[src/rtl/kmi_link_sequencer_if.sv]
// Handshake bundle between the KMI link sequencer and the Rx/Tx engines
// and APB slave. The sequencer owns the master modport.
interface kmi_link_sequencer_if;
  logic       tx_req;
  logic       tx_ack;
  logic       rx_start;
  logic       rx_done;
  logic       tx_done;
  logic       rx_en;
  logic       rx_abort;
  logic       tx_go;
  logic       tx_abort;
  logic       clk_inhibit;
  logic       busy;
  logic       timeout_err;
  logic       err_clr;
  logic [2:0] state_dbg;

  modport master (
    input  tx_req, rx_start, rx_done, tx_done, err_clr,
    output tx_ack, rx_en, rx_abort, tx_go, tx_abort, clk_inhibit,
           busy, timeout_err, state_dbg
  );

  modport slave (
    output tx_req, rx_start, rx_done, tx_done, err_clr,
    input  tx_ack, rx_en, rx_abort, tx_go, tx_abort, clk_inhibit,
           busy, timeout_err, state_dbg
  );
endinterface

[src/rtl/kmi_link_sequencer.sv]
// Half-duplex KMI line owner: arbitrates device receive against host
// transmit (with clock inhibit), watchdogs each frame, reports status.
module kmi_link_sequencer #(
  parameter int INHIBIT_CYCLES = 800,
  parameter int TIMEOUT_CYCLES = 16000,
  parameter int CNT_W          = 16
) (
  input  logic                  ref_clk,
  input  logic                  reset,
  kmi_link_sequencer_if.master  link
);

  typedef enum logic [1:0] {
    IDLE    = 2'd0,
    RX      = 2'd1,
    INHIBIT = 2'd2,
    TX      = 2'd3
  } state_t;

  localparam logic [CNT_W-1:0] INHIBIT_LAST = CNT_W'(INHIBIT_CYCLES - 1);
  localparam logic [CNT_W-1:0] TIMEOUT_LAST = CNT_W'(TIMEOUT_CYCLES - 1);

  state_t           state;
  logic [CNT_W-1:0] cnt;
  logic             tx_ack_q;
  logic             tx_go_q;
  logic             rx_abort_q;
  logic             tx_abort_q;
  logic             timeout_err_q;
  logic             timeout_hit;

  // A pending done pulse beats the watchdog in the same cycle.
  always_comb begin
    timeout_hit = 1'b0;
    if (cnt == TIMEOUT_LAST) begin
      if (state == RX && !link.rx_done)
        timeout_hit = 1'b1;
      else if (state == TX && !link.tx_done)
        timeout_hit = 1'b1;
    end
  end

  always_ff @(posedge ref_clk or posedge reset) begin
    if (reset) begin
      state         <= IDLE;
      cnt           <= '0;
      tx_ack_q      <= 1'b0;
      tx_go_q       <= 1'b0;
      rx_abort_q    <= 1'b0;
      tx_abort_q    <= 1'b0;
      timeout_err_q <= 1'b0;
    end else begin
      tx_ack_q      <= 1'b0;
      tx_go_q       <= 1'b0;
      rx_abort_q    <= 1'b0;
      tx_abort_q    <= 1'b0;
      timeout_err_q <= timeout_hit | (timeout_err_q & ~link.err_clr);
      cnt           <= cnt + 1'b1;

      case (state)
        IDLE: begin
          cnt <= '0;
          if (link.rx_start) begin
            state <= RX;
          end else if (link.tx_req) begin
            state    <= INHIBIT;
            tx_ack_q <= 1'b1;
          end
        end

        RX: begin
          if (link.rx_done) begin
            state <= IDLE;
            cnt   <= '0;
          end else if (timeout_hit) begin
            state      <= IDLE;
            cnt        <= '0;
            rx_abort_q <= 1'b1;
          end
        end

        INHIBIT: begin
          if (cnt == INHIBIT_LAST) begin
            state   <= TX;
            cnt     <= '0;
            tx_go_q <= 1'b1;
          end
        end

        TX: begin
          if (link.tx_done) begin
            state <= IDLE;
            cnt   <= '0;
          end else if (timeout_hit) begin
            state      <= IDLE;
            cnt        <= '0;
            tx_abort_q <= 1'b1;
          end
        end

        default: begin
          state <= IDLE;
          cnt   <= '0;
        end
      endcase
    end
  end

  // Line-level outputs decode straight from the state register so that
  // reset releases the KMI clock without waiting for an edge.
  assign link.rx_en       = (state == IDLE) || (state == RX);
  assign link.clk_inhibit = (state == INHIBIT);
  assign link.busy        = (state != IDLE);
  assign link.state_dbg   = {1'b0, state};
  assign link.tx_ack      = tx_ack_q;
  assign link.tx_go       = tx_go_q;
  assign link.rx_abort    = rx_abort_q;
  assign link.tx_abort    = tx_abort_q;
  assign link.timeout_err = timeout_err_q;

endmodule

[src/flat_wrapper.sv]
// flat-port wrapper written by rule: the top's interface ports become plain ports
module kmi_link_sequencer_flat 
#(
  parameter int INHIBIT_CYCLES = 800,
  parameter int TIMEOUT_CYCLES = 16000,
  parameter int CNT_W          = 16
)
  (ref_clk, reset, link_tx_req, link_rx_start, link_rx_done, link_tx_done, link_err_clr, link_tx_ack, link_rx_en, link_rx_abort, link_tx_go, link_tx_abort, link_clk_inhibit, link_busy, link_timeout_err, link_state_dbg);
  kmi_link_sequencer_if link_i ();
  input  logic ref_clk;
  input  logic reset;
  input wire logic [$bits(link_i.tx_req)-1:0] link_tx_req;
  input wire logic [$bits(link_i.rx_start)-1:0] link_rx_start;
  input wire logic [$bits(link_i.rx_done)-1:0] link_rx_done;
  input wire logic [$bits(link_i.tx_done)-1:0] link_tx_done;
  input wire logic [$bits(link_i.err_clr)-1:0] link_err_clr;
  output wire logic [$bits(link_i.tx_ack)-1:0] link_tx_ack;
  output wire logic [$bits(link_i.rx_en)-1:0] link_rx_en;
  output wire logic [$bits(link_i.rx_abort)-1:0] link_rx_abort;
  output wire logic [$bits(link_i.tx_go)-1:0] link_tx_go;
  output wire logic [$bits(link_i.tx_abort)-1:0] link_tx_abort;
  output wire logic [$bits(link_i.clk_inhibit)-1:0] link_clk_inhibit;
  output wire logic [$bits(link_i.busy)-1:0] link_busy;
  output wire logic [$bits(link_i.timeout_err)-1:0] link_timeout_err;
  output wire logic [$bits(link_i.state_dbg)-1:0] link_state_dbg;
  assign link_i.tx_req = link_tx_req;
  assign link_i.rx_start = link_rx_start;
  assign link_i.rx_done = link_rx_done;
  assign link_i.tx_done = link_tx_done;
  assign link_i.err_clr = link_err_clr;
  assign link_tx_ack = link_i.tx_ack;
  assign link_rx_en = link_i.rx_en;
  assign link_rx_abort = link_i.rx_abort;
  assign link_tx_go = link_i.tx_go;
  assign link_tx_abort = link_i.tx_abort;
  assign link_clk_inhibit = link_i.clk_inhibit;
  assign link_busy = link_i.busy;
  assign link_timeout_err = link_i.timeout_err;
  assign link_state_dbg = link_i.state_dbg;
  kmi_link_sequencer #(.INHIBIT_CYCLES(INHIBIT_CYCLES), .TIMEOUT_CYCLES(TIMEOUT_CYCLES), .CNT_W(CNT_W)) u_core (.ref_clk(ref_clk), .reset(reset), .link(link_i));
endmodule
[config.mk]
export PLATFORM = sky130hd
export DESIGN_NAME = kmi_link_sequencer_flat
export DESIGN_NICKNAME = d
export VERILOG_FILES = /design/src/rtl/kmi_link_sequencer_if.sv /design/src/rtl/kmi_link_sequencer.sv /design/src/flat_wrapper.sv
export SDC_FILE = /design/constraint.sdc
export NUM_CORES = 1
export LEC_CHECK = 0
export ABC_AREA = 0
export BUFFER_PORTS_ARGS = -buffer_cell sky130_fd_sc_hd__buf_4
export CAP_MARGIN = 15
export CORE_ASPECT_RATIO = 1.1
export CORE_UTILIZATION = 45
export DETAILED_ROUTE_END_ITERATION = 12
export PLACE_DENSITY = 0.69
export REMOVE_ABC_BUFFERS = 1
export SETUP_SLACK_MARGIN = 0.02
export SYNTH_ARGS = -nofsm -noshare
export SYNTH_HDL_FRONTEND = slang
export SYNTH_SLANG_ARGS = --single-unit
[constraint.sdc]
create_clock -name ref_clk -period 1.62 [get_ports ref_clk]
set_clock_uncertainty 0.1 [all_clocks]
set_input_delay 0.081 -clock ref_clk [delete_from_list [all_inputs] [get_ports ref_clk]]
set_output_delay 0.081 -clock ref_clk [all_outputs]
set_load 0.05 [all_outputs]
==> results.sh, run 1 <==
export IMPL_fmax_mhz=631
export IMPL_tns_ns=0
export IMPL_synth_edf_count=0
export IMPL_slew_violations=0
export IMPL_synthToLayoutAreaGrowth_pct=38.3
export IMPL_synth_distinct_cells=38
export IMPL_fin_util=0.652
export IMPL_track_usage=0.200
export IMPL_core_area_sq_um=2500
export IMPL_htreeDepth=1
export IMPL_syn_inst=111
export IMPL_async_flop_share=1.00
export IMPL_synth_warnings=0
export IMPL_dieArea_sq_um=2820
export IMPL_crit_type="flop to flop"
export IMPL_rrSetupSlack_ns=0.03
export IMPL_powerDensity_nw_per_um2=1130
export IMPL_cp_cell_sequence="and4_4 -> nand3_1 -> or3b_1 -> a21oi_2"
export IMPL_max_cap_viol_count=0
export IMPL_insertedDiodeCount=0
export IMPL_period_share=0.979
export IMPL_wl_per_cell_um=13.3
export IMPL_startpoint_type="flop"
export IMPL_die_x_um=50.7
export IMPL_period_needed_ns=1.59
export IMPL_ctsLongestPathBuffers=2
export IMPL_status="finished, final reports clean"
export IMPL_place_inst=171
export IMPL_clk_latency_ns=0.30
export IMPL_rsz0062_at_grt="yes"
export IMPL_nets=163
export IMPL_grt_pass1_wl_um=4250
export IMPL_clockRootBuffer="clkbuf_4"
export IMPL_num_rows=19
export IMPL_cts_buffers=3
export IMPL_netlist_area_sq_um=1180
export IMPL_antenna_found_initial=0
export IMPL_initialDrtViolationCount=10
export IMPL_p_leak_nw=0.717
export IMPL_ant_nets=0
export IMPL_cts_tree="done"
export IMPL_r2r_cells=4
export IMPL_ys_seq_elements=23
export IMPL_drc_errors=0
export IMPL_timing_rr_start="u_core.cnt[10]"
export IMPL_hold_class="input port to asynchronous set/reset pin"
export IMPL_ios=18
export IMPL_vias=985
export IMPL_postRouteWirelength_um=2470
export IMPL_hold_viol=0
export IMPL_r2r_end="u_core.cnt[15]"
export IMPL_start_util=0.471
export IMPL_worstPathArrival_ns=1.72
export IMPL_setup_viol=0
export IMPL_drt_pass1_iter_count=4
export IMPL_gr_total_overflow=0
export IMPL_critical_path_top_delay_family="simple AND/OR/NAND/NOR gates"
export IMPL_grt_pass1_vias=968
export IMPL_drive_gt1_frac=0.416
export IMPL_cp_end_kind="flop"
export IMPL_dp_hpwl_um=1750
export IMPL_cp_max_fo=3
export IMPL_slowest_delay_ns=0.44
export IMPL_required_ns=1.76
export IMPL_crit_path_top_delay_cell="dfrtp_1"
export IMPL_yosys_most_used_dff="dfrtp_1"
export IMPL_vias_per_cell=5.32
export IMPL_place_gp_congestion=0.797
export IMPL_ys_seq_area_frac=0.489
export IMPL_port_buffer_count=16
export IMPL_final_cell_count_no_fill=185
export IMPL_clkSlewWorstSetupHoldPaths_ns=0.12
export IMPL_whs_ns=0.259
export IMPL_ir_drop_v=0.000831
export IMPL_die_height_um=55.6
export IMPL_grt_max_degree=24
export IMPL_cts_sinks=23
export IMPL_crit_buf_inv=0
export IMPL_avgSynthCellArea_sq_um=10.6
==> flip-flops by register name (all words and copies together) (netlist names) <==
signal / flops
u_core.link.rx_abort: 1
u_core.state: 2
u_core.cnt: 16
u_core.link.timeout_err: 1
u_core.link.tx_ack: 1
u_core.link.tx_go: 1
u_core.link.tx_abort: 1
==> worst min-delay path, cell delays in order <==
cell and delay [ns]:
dlygate4sd3_1 0.54, buf_4 0.13, inv_1 0.04, buf_4 0.27
==> layer usage <==
layer  share of wire  up-vias  global-route usage
met5               0        -                   0
met4           0.022        0              0.0833
met3           0.033        6              0.0328
met2            0.52       23               0.343
met1            0.42      484               0.247
li1                -      472                   -
==> through the flow <==
| stage | setup WS [ns] | power, W | area [sq um] |
|---|---|---|---|
| finish | 0.0342 | 0.00184 | 1630 |
| global route | -0.0456 | 0.00196 | 1630 |
| CTS | 0.0264 | 0.00182 | 1570 |
| detailed placement | -0.0466 | 0.00154 | 1450 |
| global placement | -0.00788 | 0.00153 | 1450 |
| floorplan | -0.148 | 0.00121 | 1150 |
==> placed cells by master, fill, tap and decap left out, drive strengths merged, types with 3 or more instances in the layout <==
cell / count
inv: 5
buf: 37
dlygate4sd3: 6
nand2: 5
clkbuf: 4
dfrtp: 23
nor3: 5
nand3: 5
xnor2: 6
xor2: 6
nand4: 6
nor2: 17
and4: 3
==> worst max-delay path by stage <==
stage | from | endpoint | slack [ns] | cells after the start
floorplan | u_core.state[1] | u_core.state[1] | -0.15 | 4
global placement | u_core.cnt[0] | u_core.cnt[15] | -0.008 | 6
detailed placement | u_core.cnt[0] | u_core.cnt[15] | -0.05 | 6
CTS | u_core.cnt[10] | u_core.cnt[15] | 0.03 | 4
global route | u_core.cnt[5] | u_core.cnt[5] | -0.05 | 5
finish | u_core.cnt[10] | u_core.cnt[15] | 0.03 | 4
==> Yosys cell counts, types with 3 or more instances <==
cell type | count | share of area
dfrtp_1 | 23 | 0.49
nand4_1 | 4 | 0.021
xnor2_1 | 6 | 0.045
buf_4 | 3 | 0.019
nand2_1 | 5 | 0.016
xor2_1 | 6 | 0.045
nor2_1 | 17 | 0.054
nand3_1 | 5 | 0.021
nor3_1 | 3 | 0.013
inv_1 | 5 | 0.016
==> cells by family after synthesis <==
group | after synthesis | share of synthesized area
AOI/OAI and AO/OA | 11 | 0.0841
DFF | 23 | 0.489
buffers and inverters | 9 | 0.0394
and+or+nand+nor | 54 | 0.284
adders and majority gates | 1 | 0.0106
xor gates and xnor gates | 12 | 0.0894
other | 1 | 0.00319
==> power by group <==
group | switching (W) | total (W) | internal (W)
logic | 0.000549 | 0.000893 | 0.000344
clock network | 0.000162 | 0.000258 | 0.0000958
registers | 0.0000634 | 0.000693 | 0.000630
total | 0.000774 | 0.00184 | 0.00107
==> cell type report <==
type | count | area (sq um)
multi-input combinational | 79 | 611
tap | 31 | 38.8
timing repair buffer | 43 | 350
inverter | 5 | 18.8
clock buffer | 4 | 26.3
sequential | 23 | 582
fill | 197 | 870
==> repair_timing <==
| item | in CTS | in global routing |
|---|---|---|
| gates resized for setup | 11 | 7 |
| hold buffers | 5 | 1 |
| setup buffers | 1 | 3 |
| pin swaps | 3 | 5 |
| setup endpoints to repair | 18 | 19 |
| hold endpoints to repair | 27 | 2 |
Power figures use the tool's default switching activity.
==> inputs of run 2 (changes only) <==
--- a/config.mk
+++ b/config.mk
@@ -5,12 +5,13 @@
 export SDC_FILE = /design/constraint.sdc
 export NUM_CORES = 1
 export LEC_CHECK = 0
-export ABC_AREA = 0
+export ABC_AREA = 1
 export BUFFER_PORTS_ARGS = -buffer_cell sky130_fd_sc_hd__buf_4
 export CAP_MARGIN = 15
 export CORE_ASPECT_RATIO = 1.1
 export CORE_UTILIZATION = 45
 export DETAILED_ROUTE_END_ITERATION = 12
+export GPL_ROUTABILITY_DRIVEN = 0
 export PLACE_DENSITY = 0.69
 export REMOVE_ABC_BUFFERS = 1
 export SETUP_SLACK_MARGIN = 0.02
==> results.sh, run 2 <==
export IMPL_status="finished, final reports clean"
export IMPL_top_regs="u_core.cnt: 16 flops, u_core.state: 2 flops"
export IMPL_port_buffer_count=16
export IMPL_yosys_area_share_simple=0.374
export IMPL_synthToLayoutAreaGrowth_pct=23.6
export IMPL_num_rows=19
export IMPL_whs_ns=0.250
export IMPL_internal_power_w=0.000691
export IMPL_drt_pass1_iter_count=4
export IMPL_timing_rr_start="u_core.cnt[0]"
export IMPL_layout_common_cells="38 x nand2_1, 36 x nor2_1, 23 x inv_1, 23 x dfrtp_1, 21 x buf_4"
export IMPL_grt_pass1_wl_um=4250
export IMPL_cts_tree="done"
export IMPL_ir_drop_v=0.000344
export IMPL_die_x_um=52.4
export IMPL_crit_cells=3
export IMPL_period_share=0.917
export IMPL_synth_fa_ha_area_frac=0.00995
export IMPL_grt_max_degree=24
export IMPL_synth_edf_count=0
export IMPL_yosysTopAreaCell="dfrtp_1"
export IMPL_hold_class="input port to asynchronous set/reset pin"
export IMPL_power_share_clock=0.299
export IMPL_swShare=0.214
export IMPL_synth_top_family_by_area="simple AND/OR/NAND/NOR gates"
export IMPL_nets=210
export IMPL_cts_buffers=3
export IMPL_synthMuxAreaShare=0
export IMPL_cp_end_kind="output port"
export IMPL_p_leak_nw=0.799
export IMPL_slew_violations=0
export IMPL_die_height_um=57.4
export IMPL_crit_buf_inv=2
export IMPL_antenna_found_initial=0
export IMPL_synth_distinct_cells=23
export IMPL_synth_common_cells="39 x nand2_1, 39 x nor2_1, 23 x dfrtp_1, 23 x inv_1, 13 x nand3_1"
export IMPL_setup_viol=0
export IMPL_rrSetupSlack_ns=0.14
export IMPL_cp_cell_sequence="inv_1 -> nor2_1 -> buf_4"
export IMPL_netlist_top_cells_area="dfrtp_1 46%, nand2_1 12%, nor2_1 12%, inv_1 6.9%, nand3_1 5.2%"
export IMPL_ant_nets=0
export IMPL_synth_warnings=0
export IMPL_drc_errors=0
export IMPL_avgSynthCellArea_sq_um=7.31
export IMPL_r2r_cells=10
export IMPL_slowest_delay_ns=0.46
export IMPL_start_util=0.490
export IMPL_synth_compound_area_frac=0.0199
export IMPL_hold_viol=0
export IMPL_tns_ns=0
export IMPL_largest_register_ffs=16
export IMPL_fmax_mhz=673
export IMPL_syn_inst=172
export IMPL_initialDrtViolationCount=42
export IMPL_switchingPower_w=0.000188
export IMPL_vias_per_cell=4.89
export IMPL_clk_latency_ns=0.31
export IMPL_async_flop_share=1.00
export IMPL_ys_seq_area_frac=0.458
export IMPL_synth_top_area_frac=0.458
export IMPL_ctsLongestPathBuffers=2
export IMPL_track_usage=0.191
export IMPL_startpoint_type="flop"
export IMPL_core_area_sq_um=2570
export IMPL_insertedDiodeCount=0
export IMPL_vias=1134
export IMPL_max_cap_viol_count=0
export IMPL_dieArea_sq_um=3010
export IMPL_crit_type="flop to output port"
export IMPL_r2r_end="u_core.cnt[11]"
export IMPL_critical_path_top_delay_family="flip-flops"
export IMPL_cts_sinks=23
export IMPL_wl_per_cell_um=11.3
export IMPL_yosys_most_used_dff="dfrtp_1"
export IMPL_regMostFlops="u_core.cnt"
export IMPL_power_frac_comb=0.048
export IMPL_gr_total_overflow=0
export IMPL_rsz0062_at_grt="yes"
export IMPL_clockRootBuffer="clkbuf_4"
export IMPL_postRouteWirelength_um=2620
export IMPL_period_needed_ns=1.49
export IMPL_final_cell_count_no_fill=232
export IMPL_place_inst=218
export IMPL_dp_hpwl_um=1860
export IMPL_worstPathArrival_ns=1.30
export IMPL_clkSlewWorstSetupHoldPaths_ns=0.12
export IMPL_ios=18
export IMPL_powerDensity_nw_per_um2=566
export IMPL_seqPwrFrac=0.653
export IMPL_htreeDepth=1
export IMPL_cp_max_fo=6
export IMPL_drive_gt1_frac=0.224
export IMPL_required_ns=1.44
export IMPL_netlist_area_sq_um=1260
export IMPL_synth_xor_area_frac=0.0348
export IMPL_crit_path_top_delay_cell="dfrtp_1"
export IMPL_grt_pass1_vias=1051
export IMPL_ys_seq_elements=23
export IMPL_final_common_cell="nand2_1"
==> run 2: changes by cell type after synthesis, sizes merged, moves of 3 or more <==
cell	before	now
nand3	5	13
nand4	6	2
xnor2	6	1
nor2	17	42
and4	3	0
inv	5	28
nand2	5	44
==> run 2: cells by family after synthesis <==
kind of cell	count (synthesis)
xor gates and xnor gates	5
buffers and inverters	30
and+or+nand+nor	107
adders and majority gates	1
other	1
AOI/OAI and AO/OA	5
DFF	23
==> run 2: how the worst max path moves through the flow <==
stage | startpoint | end | slack (ns)
final | u_core.state[1] | link_clk_inhibit | 0.13
after global routing | u_core.cnt[2] | u_core.cnt[15] | 0.01
after CTS | u_core.cnt[0] | u_core.cnt[9] | 0.03
after detailed placement | u_core.cnt[0] | u_core.cnt[9] | 0.001
after global placement | u_core.cnt[0] | u_core.cnt[11] | 0.04
after floorplan | u_core.state[1] | u_core.cnt[11] | -0.93
==> run 2: cell type report <==
| cell class | instances | area (sq um) |
|---|---|---|
| clock buffer | 4 | 26.3 |
| multi-input combinational | 119 | 583 |
| inverter | 28 | 113 |
| sequential | 23 | 576 |
| fill | 239 | 1010 |
| tap | 31 | 38.8 |
| timing repair buffer | 27 | 218 |
==> run 2: worst reg2reg max path, delay by kind of cell (launching register included) <==
kind                     cells  cell delay, ns
AND/OR/NAND/NOR              7            0.55
flip-flops                   1            0.42
buffers and inverters        2            0.16
adder cells (fa/ha/maj)      1            0.16
==> run 2: repair_timing <==
action                                 CTS  global route
setup buffers                            1             3
gates resized for setup                  1             8
pin swaps                                1             1
hold buffers                             6             0
setup endpoints to repair               10            15
endpoints found under the hold margin   28             0
==> run 2: power groups by stage <==
stage	combinational (W)	sequential [W]	clock [W]
CTS	0.0000432	0.000574	0.000270
global route	0.0000472	0.000574	0.000291
global placement	0.0000311	0.000585	0
floorplan	0.0000154	0.000585	0
finish	0.0000424	0.000574	0.000263
detailed placement	0.0000317	0.000585	0
==> run 2: per-stage QoR <==
stage	power [W]	instance area, sq um	utilization	worst slack [ns]
detailed placement	0.000617	1410	0.547	0.00100
global route	0.000912	1550	0.605	0.0115
floorplan	0.000600	1240	-	-0.928
CTS	0.000887	1500	0.586	0.0328
finish	0.000879	1550	0.605	0.134
global placement	0.000616	1410	0.547	0.0412
==> run 2: metal layers <==
layer	track usage	part of all wire	vias up
met1	0.228	0.43	524
met4	0.0865	0.023	0
met2	0.331	0.50	32
li1	-	-	572
met3	0.0293	0.041	6
met5	0	0	-
==> inputs of run 3 (changes only) <==
--- a/config.mk
+++ b/config.mk
@@ -12,7 +12,7 @@
 export CORE_UTILIZATION = 45
 export DETAILED_ROUTE_END_ITERATION = 12
 export GPL_ROUTABILITY_DRIVEN = 0
-export PLACE_DENSITY = 0.69
+export PLACE_DENSITY = 0.66
 export REMOVE_ABC_BUFFERS = 1
 export SETUP_SLACK_MARGIN = 0.02
 export SYNTH_ARGS = -nofsm -noshare
==> constraint.sdc (replaced) <==
create_clock -name ref_clk -period 1.7 [get_ports ref_clk]
set_clock_uncertainty 0.1 [all_clocks]
set_input_delay 0.085 -clock ref_clk [delete_from_list [all_inputs] [get_ports ref_clk]]
set_output_delay 0.085 -clock ref_clk [all_outputs]
set_load 0.05 [all_outputs]
==> results.sh, run 3 (synthesis results as in run 2) <==
export IMPL_worstPathArrival_ns=1.68
export IMPL_final_common_cell="nand2_1"
export IMPL_regMostFlops="u_core.cnt"
export IMPL_drive_gt1_frac=0.192
export IMPL_r2r_cells=8
export IMPL_hold_class="input port to asynchronous set/reset pin"
export IMPL_synthToLayoutAreaGrowth_pct=19.8
export IMPL_clkSlewWorstSetupHoldPaths_ns=0.12
export IMPL_track_usage=0.195
export IMPL_die_height_um=57.4
export IMPL_power_w=0.000836
export IMPL_insertedDiodeCount=0
export IMPL_hold_viol=0
export IMPL_whs_ns=0.271
export IMPL_design_area_sq_um=1510
export IMPL_cts_tree="done"
export IMPL_period_share=0.924
export IMPL_drc_errors=0
export IMPL_initialDrtViolationCount=11
export IMPL_required_ns=1.81
export IMPL_die_x_um=52.4
export IMPL_tns_ns=0
export IMPL_rrSetupSlack_ns=0.13
export IMPL_startpoint_type="flop"
export IMPL_ir_drop_v=0.000493
export IMPL_vias=1102
export IMPL_clk_latency_ns=0.30
export IMPL_rsz0062_at_grt="no"
export IMPL_dieArea_sq_um=3010
export IMPL_clockRootBuffer="clkbuf_4"
export IMPL_crit_type="flop to flop"
export IMPL_dpl_cell_area_sq_um=1410
export IMPL_setup_viol=0
export IMPL_timing_rr_start="u_core.cnt[0]"
export IMPL_vias_per_cell=4.81
export IMPL_max_cap_viol_count=0
export IMPL_fmax_mhz=636
export IMPL_start_util=0.490
export IMPL_cp_end_kind="flop"
export IMPL_port_buffer_count=16
export IMPL_wl_per_cell_um=10.8
export IMPL_grt_max_degree=24
export IMPL_core_area_sq_um=2570
export IMPL_slew_violations=0
export IMPL_postRouteWirelength_um=2480
export IMPL_fin_util=0.587
export IMPL_r2r_end="u_core.cnt[11]"
export IMPL_period_needed_ns=1.57
export IMPL_grt_pass1_vias=1049
export IMPL_top_regs="u_core.cnt: 16 flops, u_core.state: 2 flops"
export IMPL_ios=18
export IMPL_ant_nets=0
export IMPL_htreeDepth=1
export IMPL_drt_pass1_iter_count=4
export IMPL_layout_common_cells="39 x nand2_1, 38 x nor2_1, 23 x inv_1, 23 x dfrtp_1, 18 x buf_4"
export IMPL_powerDensity_nw_per_um2=555
export IMPL_cts_sinks=23
export IMPL_ctsLongestPathBuffers=2
export IMPL_nets=207
export IMPL_p_leak_nw=0.780
export IMPL_cp_max_fo=13
export IMPL_gr_total_overflow=0
export IMPL_antenna_found_initial=0
export IMPL_grt_pass1_wl_um=4320
export IMPL_largest_register_ffs=16
export IMPL_num_fill_cells=243
export IMPL_cts_buffers=3
export IMPL_dp_hpwl_um=1840
export IMPL_num_rows=19
export IMPL_status="finished, final reports clean"
==> run 3: layer usage <==
metal	global-route usage	wire length (um)	vias to the layer above
met3	0.0240	101	4
met4	0.0902	49	0
met2	0.331	1180	28
li1	-	-	569
met1	0.242	1150	501
met5	0	0	-
==> run 3: what timing repair did <==
action	4_1_cts	5_1_grt
setup buffers	0	1
resized for setup	0	3
hold buffers	6	0
endpoints found under the setup margin	0	14
endpoints found under the hold margin	28	0
==> run 3: final cells by class <==
| cell class | count | area (sq um) | area share |
|---|---|---|---|
| multi-input combinational | 119 | 561 | 0.372 |
| timing repair buffer | 24 | 195 | 0.130 |
| inverter | 28 | 110 | 0.0731 |
| tap | 31 | 38.8 | 0.0257 |
| clock buffer | 4 | 26.3 | 0.0174 |
| sequential | 23 | 576 | 0.382 |
==> run 3: critical path, cell delays in order (launching register included) <==
cell	delay [ns]
dfrtp_1	0.39
ha_2	0.21
nand3_1	0.16
nor2_2	0.18
nand2_2	0.12
nand2_4	0.09
nand2_4	0.07
inv_6	0.11
nor2_1	0.06
==> run 3: power breakdown <==
| part | leakage, nW | total (W) | internal, W | switching (W) |
|---|---|---|---|---|
| registers | 0.296 | 0.000547 | 0.000547 | 0.0000000000000000000300 |
| clock network | 0.0150 | 0.000249 | 0.0000914 | 0.000157 |
| logic | 0.469 | 0.0000405 | 0.0000200 | 0.0000205 |
==> run 3: worst max path at each step <==
stage,from,to,slack [ns],depth (start not counted)
finish,u_core.cnt[0],u_core.cnt[11],0.13,8
global route,u_core.cnt[3],u_core.cnt[15],0.02,8
CTS,u_core.cnt[0],u_core.cnt[11],0.07,8
detailed placement,u_core.cnt[0],u_core.cnt[9],0.09,8
global placement,u_core.cnt[0],u_core.cnt[11],0.11,8
floorplan,u_core.state[1],u_core.cnt[11],-0.85,6
==> run 3: stage by stage <==
stage,setup WS [ns],std cells
final,0.128,229
after global routing,0.0247,229
after CTS,0.0651,228
after detailed placement,0.0913,218
after global placement,0.112,218
after floorplan,-0.848,170
